File: src/rtl/ks_sub8_pipe.sv
// 8-bit subtractor (A + ~B + 1) on a Kogge-Stone prefix network, two-stage valid/ready pipeline.
// Define KS_SUB8_SAT_EN to clamp underflowing results to 0x00 instead of wrapping mod 256.
module ks_sub8_pipe (
    input  logic       clk,
    input  logic       rst,
    input  logic [7:0] in_a,
    input  logic [7:0] in_b,
    input  logic       in_valid,
    output logic       in_ready,
    output logic [7:0] out_diff,
    output logic       out_borrow,
    output logic       out_zero,
    output logic       out_valid,
    input  logic       out_ready
);

    localparam int DATA_W = 8;

`ifdef KS_SUB8_SAT_EN
    localparam bit SAT_EN = 1'b1;
`else
    localparam bit SAT_EN = 1'b0;
`endif

    function automatic logic [DATA_W-1:0] f_sat(input logic [DATA_W-1:0] diff,
                                                 input logic              borrow);
        return (SAT_EN && borrow) ? '0 : diff;
    endfunction

    logic [DATA_W-1:0] r_g_p1;
    logic [DATA_W-1:0] r_p_p1;
    logic              r_vld_p1;
    logic [DATA_W-1:0] r_diff_p2;
    logic              r_borrow_p2;
    logic              r_zero_p2;
    logic              r_vld_p2;

    logic              w_adv_p1;
    logic              w_adv_p2;
    logic              w_accept;
    logic [DATA_W-1:0] w_g0, w_p0, w_g1, w_p1, w_g2, w_p2, w_g3;
    logic [DATA_W-1:0] w_sum;
    logic [DATA_W-1:0] w_diff;
    logic              w_borrow;
    logic              w_zero;

    assign w_adv_p2 = !r_vld_p2 || out_ready;
    assign w_adv_p1 = !r_vld_p1 || w_adv_p2;
    assign in_ready = !rst && w_adv_p1;
    assign w_accept = in_valid && in_ready;

    // Stage 1: bitwise generate/propagate of A + ~B
    always_ff @(posedge clk) begin
        if (w_accept) begin
            r_g_p1 <= in_a & ~in_b;
            r_p_p1 <= in_a ^ ~in_b;
        end
    end

    // Carry-in of 1 folds into bit 0 so every group generate already spans the cin.
    assign w_g0 = {r_g_p1[7:1], r_g_p1[0] | r_p_p1[0]};
    assign w_p0 = r_p_p1;

    assign w_g1 = w_g0 | (w_p0 & {w_g0[6:0], 1'b0});
    assign w_p1 = w_p0 & {w_p0[6:0], 1'b0};

    assign w_g2 = w_g1 | (w_p1 & {w_g1[5:0], 2'b0});
    assign w_p2 = w_p1 & {w_p1[5:0], 2'b0};

    assign w_g3 = w_g2 | (w_p2 & {w_g2[3:0], 4'b0});

    assign w_sum    = r_p_p1 ^ {w_g3[6:0], 1'b1};
    assign w_borrow = ~w_g3[7];
    assign w_diff   = f_sat(w_sum, w_borrow);
    assign w_zero   = (w_diff == '0);

    // Stage 2: registered result fields and pipeline occupancy
    always_ff @(posedge clk) begin
        if (rst) begin
            r_vld_p1    <= 1'b0;
            r_vld_p2    <= 1'b0;
            r_diff_p2   <= '0;
            r_borrow_p2 <= 1'b0;
            r_zero_p2   <= 1'b0;
        end else begin
            if (w_adv_p1) begin
                r_vld_p1 <= w_accept;
            end
            if (w_adv_p2) begin
                r_vld_p2 <= r_vld_p1;
            end
            if (w_adv_p2 && r_vld_p1) begin
                r_diff_p2   <= w_diff;
                r_borrow_p2 <= w_borrow;
                r_zero_p2   <= w_zero;
            end
        end
    end

    assign out_diff   = r_diff_p2;
    assign out_borrow = r_borrow_p2;
    assign out_zero   = r_zero_p2;
    assign out_valid  = r_vld_p2;

endmodule

File: config.mk
export PLATFORM = sky130hd
export DESIGN_NAME = ks_sub8_pipe
export DESIGN_NICKNAME = d
export VERILOG_FILES = /design/src/rtl/ks_sub8_pipe.sv
export SDC_FILE = /design/constraint.sdc
export NUM_CORES = 1
export LEC_CHECK = 0
export ABC_AREA = 0
export BUFFER_PORTS_ARGS = -buffer_cell sky130_fd_sc_hd__buf_2
export CORE_MARGIN = 1
export CORE_UTILIZATION = 48
export CTS_CLUSTER_DIAMETER = 50
export CTS_CLUSTER_SIZE = 40
export DETAILED_ROUTE_END_ITERATION = 6
export GPL_TIMING_DRIVEN = 0
export MAX_ROUTING_LAYER = met4
export PLACE_DENSITY_LB_ADDON = 0.3
export SLEW_MARGIN = 25
export SYNTH_ARGS = -nofsm -noshare
export SYNTH_HDL_FRONTEND = slang
export SYNTH_SLANG_ARGS = --single-unit
File: constraint.sdc
create_clock -name clk -period 3.86 [get_ports clk]
set_input_delay 0.772 -clock clk [delete_from_list [all_inputs] [get_ports clk]]
set_output_delay 0.772 -clock clk [all_outputs]
set_load 0.02 [all_outputs]
After elaboration in Yosys (flattened, before gate mapping)
Index checks and enable logic that the tools add are counted.
- bitwise gates (word level): 14
- reduce and logical (&&, ||, !) cells: 9
- operators by type and width (operator ; number):
    $and A8 B8 Y8 ; 6
    $or A8 B8 Y8 ; 3
    $xor A8 B8 Y8 ; 2
    $logic_not A8 Y1 ; 1
    $not A8 Y8 ; 1
    $logic_and A1 B1 Y1 ; 3
    $logic_not A1 Y1 ; 3
    $logic_or A1 B1 Y1 ; 2
    $not A1 Y1 ; 1
    $or A1 B1 Y1 ; 1
- flip-flop bits (word level): 28
- input bits: 20
- output and inout bits: 12
- logic and storage cells: 30

Logic depth before layout (Yosys ltp)
- depth after elaboration: 9
- depth in mapped cells: 7
- depth with buffers taken out: 7

Worst setup path before layout
Ideal clock, no wire load.
- path kind: input port to flip-flop
- start: input out_ready
- end: register r_g_p1[0] (enable)
- setup time: 374 ps
- data arrival time: 1728 ps
- required time: 3486 ps
- setup slack: 1759 ps
- stages: 3
- buffers on the path: 0
- path through: nor2b_4 > a21oi_1 > and2_1
- longest elaborated chain between the ends: 4
- RTL lines (element ; line ; text):
    start, declared ; 14 ; input logic out_ready
    $logic_or A1 B1 Y1 ; 47 ; assign w_adv_p2 = !r_vld_p2 || out_ready;
    $logic_or A1 B1 Y1 ; 48 ; assign w_adv_p1 = !r_vld_p1 || w_adv_p2;
    $logic_and A1 B1 Y1 ; 49 ; assign in_ready = !rst && w_adv_p1;
    net in_ready ; 9 ; output logic in_ready,
    $logic_and A1 B1 Y1 ; 50 ; assign w_accept = in_valid && in_ready;
    net w_accept ; 40 ; logic w_accept;
    end signal, assigned ; 55 ; r_g_p1 <= in_a & ~in_b;
    end, declared ; 30 ; logic [DATA_W-1:0] r_g_p1;
The timed path passes the listed nets, and every way through them passes these cells.
A chain may end at the register's enable or synchronous reset.

Worst setup path in the final report
- start: register r_p_p1[0]
- end: register r_zero_p2 (netlist: out_zero)
- longest elaborated chain between the ends: 8
- elaborated cells on any way between the ends: 11
- classes of those cells: bitwise: 10; reduce/logical: 1
- RTL lines (element ; line ; text):
    start, declared ; 31 ; logic [DATA_W-1:0] r_p_p1;
    start signal, assigned ; 56 ; r_p_p1 <= in_a ^ ~in_b;
    $or A1 B1 Y1 / $and A8 B8 Y8 (equally long branches) ; 61, 64 ;
    $and A8 B8 Y8 / $or A8 B8 Y8 (equally long branches) ; 64 ; assign w_g1 = w_g0 | (w_p0 & {w_g0[6:0], 1'b0});
    $or A8 B8 Y8 / $and A8 B8 Y8 (equally long branches) ; 64, 67 ;
    $and A8 B8 Y8 / $or A8 B8 Y8 (equally long branches) ; 67 ; assign w_g2 = w_g1 | (w_p1 & {w_g1[5:0], 2'b0});
    $or A8 B8 Y8 / $and A8 B8 Y8 (equally long branches) ; 67, 70 ;
    $or A8 B8 Y8 ; 70 ; assign w_g3 = w_g2 | (w_p2 & {w_g2[3:0], 4'b0});
    $xor A8 B8 Y8 (*) ; 72 ; assign w_sum = r_p_p1 ^ {w_g3[6:0], 1'b1};
    $logic_not A8 Y1 (*) ; 75 ; assign w_zero = (w_diff == '0);
    end signal, assigned ; 95 ; r_zero_p2 <= w_zero;
    end, declared ; 35 ; logic r_zero_p2;
Mark *: on every way between the ends. The rest lies on a longest branch, timed or not.

==> results.txt <==
* Run status: finished, final reports clean
- Across all layers, the routed design uses 984 vias.
- Adder-cell share of the synthesized area: 8.411%
- The routed design could run at a clock period as short as approximately 2.1 ns.
* Fin. Hold Viols: 0
- Row generation in the floorplan step produced 18 rows.
- Synthesis-stage register bit count: 28
* Share of the cycle needed by the critical path after routing: ~54%
- The initial utilization of the core area, before any placement, comes to around 53%.
* Width of the die: 54.81 um
* Source-to-sink clock delay at the later pin of the worst-skew pair: 0.32 ns
- In this run the static leakage power is 0.0006795 uW.
* CTS tree: built
- Buffers inserted to repair hold after CTS numbered 0.
- Once detail routing completed, the nets flagged for antenna violations numbered 0.
* Resized Gates After CTS: 0
- Clock sink total: 28
- Clock buffer count from CTS: 3
* Post-synthesis share of cell area spent on and, or, nand and nor gates: between 15 and 20%
* Overall track demand over capacity in global routing: 16.96%
- Cell depth of the worst hold path: 2
- The cell area that synthesis handed to floorplanning was around 1300 sq um.
- Walking the worst path, the cells encountered are or2_2, ha_1, o211ai_1, nand2_1, o41a_1, a22oi_1, a31o_1.
- Xor and xnor fraction of the mapped netlist area: 1.963%
- Setup repair after global routing left no endpoint under its margin.
- Critical path class: reg -> reg
- Setup ws final: ~1.8 ns
- Of all nets on the critical path, the largest fanout is 4.
- The average instance in the mapped netlist occupies 10.63 sq um.
- The floorplan step defined a die boundary enclosing around 3000 sq um.
- Setup slack, reg-to-reg: ~1.8 ns
- Global-route wire length before repair: between 3000 and 4000 um
* DP Worst Slack: 1.756 ns
- Dominant combinational cell family by area after synthesis: simple AND/OR/NAND/NOR gates
* Tightest hold margin: 0.4630 ns
- For this run, design rule violations remaining after detail routing come to 0.
* Post-synth EDFFs: 16
- Critical register-to-register path endpoint: out_zero$_SDFFE_PP0P_
- Worst flop-to-flop path startpoint: r_p_p1[0]$_DFFE_PP_
- Max-slew violation total from the final report: 0
- The worst hold path begins at out_diff[3]$_SDFFE_PP0P_.
* Routed len/inst: 11.18 um
* Endpoints failing setup: 0
- The total overflow left after global routing is 0.
- Number of H-tree branching levels: 1
- Area fraction in compound gates after synthesis: around 14%
* Post-Syn Nets: approximately 160
* Worst Tran Pin Value: ~0.70 ns
- Via density per instance: 5.152
* Most common library cell in the layout ignoring fill and taps: buf_2
- Share of synthesized area spent on multiplexers: 0%
- Max-cap violations: 0
* Synth async-reset ratio: 0%
* Number of buffers on the longest clock path: 2
- Number of diodes added for antenna fixing: 0
- In this run the tightest slew margin relative to its limit is 53.08%.
* Clock skew: 0.001929 ns
- Yosys mapped the design onto 35 distinct sky130hd cell types.
* Depth of the worst register-to-register path: 7
* Floorplan Core Area: ~2500 sq um
* Via count of the first global-routing pass: 863
* Launching element type of the critical path: register
- Crit path required time: between 4 and 5 ns
- Most used DFF post-synth: edfxtp_1
- Height of the die: between 50 and 60 um
- CTS placed an instance of clkbuf_4 at the clock tree root.
- After routing, the total negative slack on setup checks comes to 0 ns.
- Worst hold path class: reg -> reg
* Final weighted congestion in routability-driven placement: about 0.84
- Total setup buffers inserted after CTS: 0
* Pre-Repair DR Iteration Count: 4
- Post-Syn Instances: about 130
* Drt first-iter violations: 16
* Port Buffers: 31
- HPWL Detailed: 1705 um
- Fraction of final layout cells with drive strength greater than 1: a little over a quarter
* Post-synth top area share: 35.89%
- On the worst path, the slowest cell contributes a delay of 0.46 ns.
* Total wirelength of the detailed-routed design: 2136 um
* F_max: 476.7 MHz
- Antenna violations before repair: 0
* Top-Level Pins: 32
- The worst hold path terminates at out_diff[3]$_SDFFE_PP0P_.
- In the layout the commonest cells are buf_2 (32), edfxtp_1 (16), nand2_1 (15).
- Dividing total power by cell area gives a power density of 350.3 nW/um^2.
- Slowest cell on the critical path: edfxtp_1
- The final layout contains 191 nets.
* Sequential fraction of the synthesis area: 53.83%
* Most area-consuming cells after synthesis: edfxtp_1 (36%), dfxtp_1 (18%), ha_1 (8.4%)
- Yosys printed 0 warnings.
- Pin count of the biggest net entering global routing: 17
- The worst setup path is captured at a register.
* Crit path DAT: 2.38 ns
* VDD IR-drop max: 0.0002595 V
- Summed over all instances, the cell type with the most area after synthesis is edfxtp_1.
* Synthesis-to-finish area growth: 16.35%
- After clock tree synthesis, the clock-pin slew on the worst setup and hold paths is roughly 0.14 ns.
==> power breakdown <==
part           leakage [uW]  switching, uW  total [uW]  internal, uW
logic              0.000412           45.9        80.3          34.4
clock network     0.0000150           82.1         123          40.5
registers          0.000253           9.88         343           333
==> critical path, delay by kind of cell, from the launching register on <==
family	cells	cell delay, ns
compound gates	4	0.96
flops	1	0.46
simple gates	2	0.43
fa+ha+maj	1	0.20
==> stage by stage <==
stage / power (uW) / utilization [%] / instances / instance area, sq um
floorplan: 401.4 / - / 126 / 1339
global placement: 425.7 / 60.18 / 187 / 1531
detailed placement: 430.4 / 60.18 / 187 / 1531
CTS: 551.5 / 61.21 / 191 / 1558
global route: 573.1 / 61.21 / 191 / 1558
finish: 545.6 / 61.21 / 191 / 1558
==> worst max path at each step <==
stage / startpoint / end / slack [ns] / depth (start not counted)
after floorplan: out_ready / r_g_p1[0]$_DFFE_PP_ / 1.76 / 3
after global placement: out_ready / in_ready / 1.82 / 4
after detailed placement: out_ready / r_g_p1[6]$_DFFE_PP_ / 1.76 / 4
after CTS: r_p_p1[0]$_DFFE_PP_ / out_zero$_SDFFE_PP0P_ / 1.79 / 7
after global routing: r_p_p1[0]$_DFFE_PP_ / out_zero$_SDFFE_PP0P_ / 1.73 / 7
final: r_p_p1[0]$_DFFE_PP_ / out_zero$_SDFFE_PP0P_ / 1.76 / 7
==> synth_stat cells, types with 2 or more instances <==
master	count
inv_1	10
nand3_1	4
clkbuf_1	3
nand2_1	15
dfxtp_1	12
a22oi_1	2
a21oi_1	14
nor2_1	13
edfxtp_1	16
ha_1	9
xor2_1	2
o211ai_1	2
a211oi_1	2
==> cells by family after synthesis <==
kind of cell / after synthesis
simple gates: 43
compound gates: 28
flops: 28
buf+inv: 15
fa+ha+maj: 9
xor+xnor: 3
==> state kept, by name (all words and copies together), names as in the netlist <==
name,flops
r_g_p1,8
out_zero,1
out_valid,1
r_p_p1,8
out_diff,8
out_borrow,1
r_vld_p1,1
==> layer usage <==
layer  part of all wire, %  vias up  GRT usage (%)
met1                    47      440          20.80
met2                    48       26          27.11
met3                   3.7        2          2.778
met4                   1.1        0          7.692
li1                      -      516              -
met5                     0        -              -
==> cell type report <==
cell class | instances | area (sq um)
fill | 225 | 987.2
sequential | 28 | 720.7
multi-input combinational | 83 | 553.0
timing repair buffer | 31 | 155.1
inverter | 10 | 37.54
tap | 30 | 37.54
buffer | 5 | 27.53
clock buffer | 4 | 26.28
(Power assumes the default switching activity.)
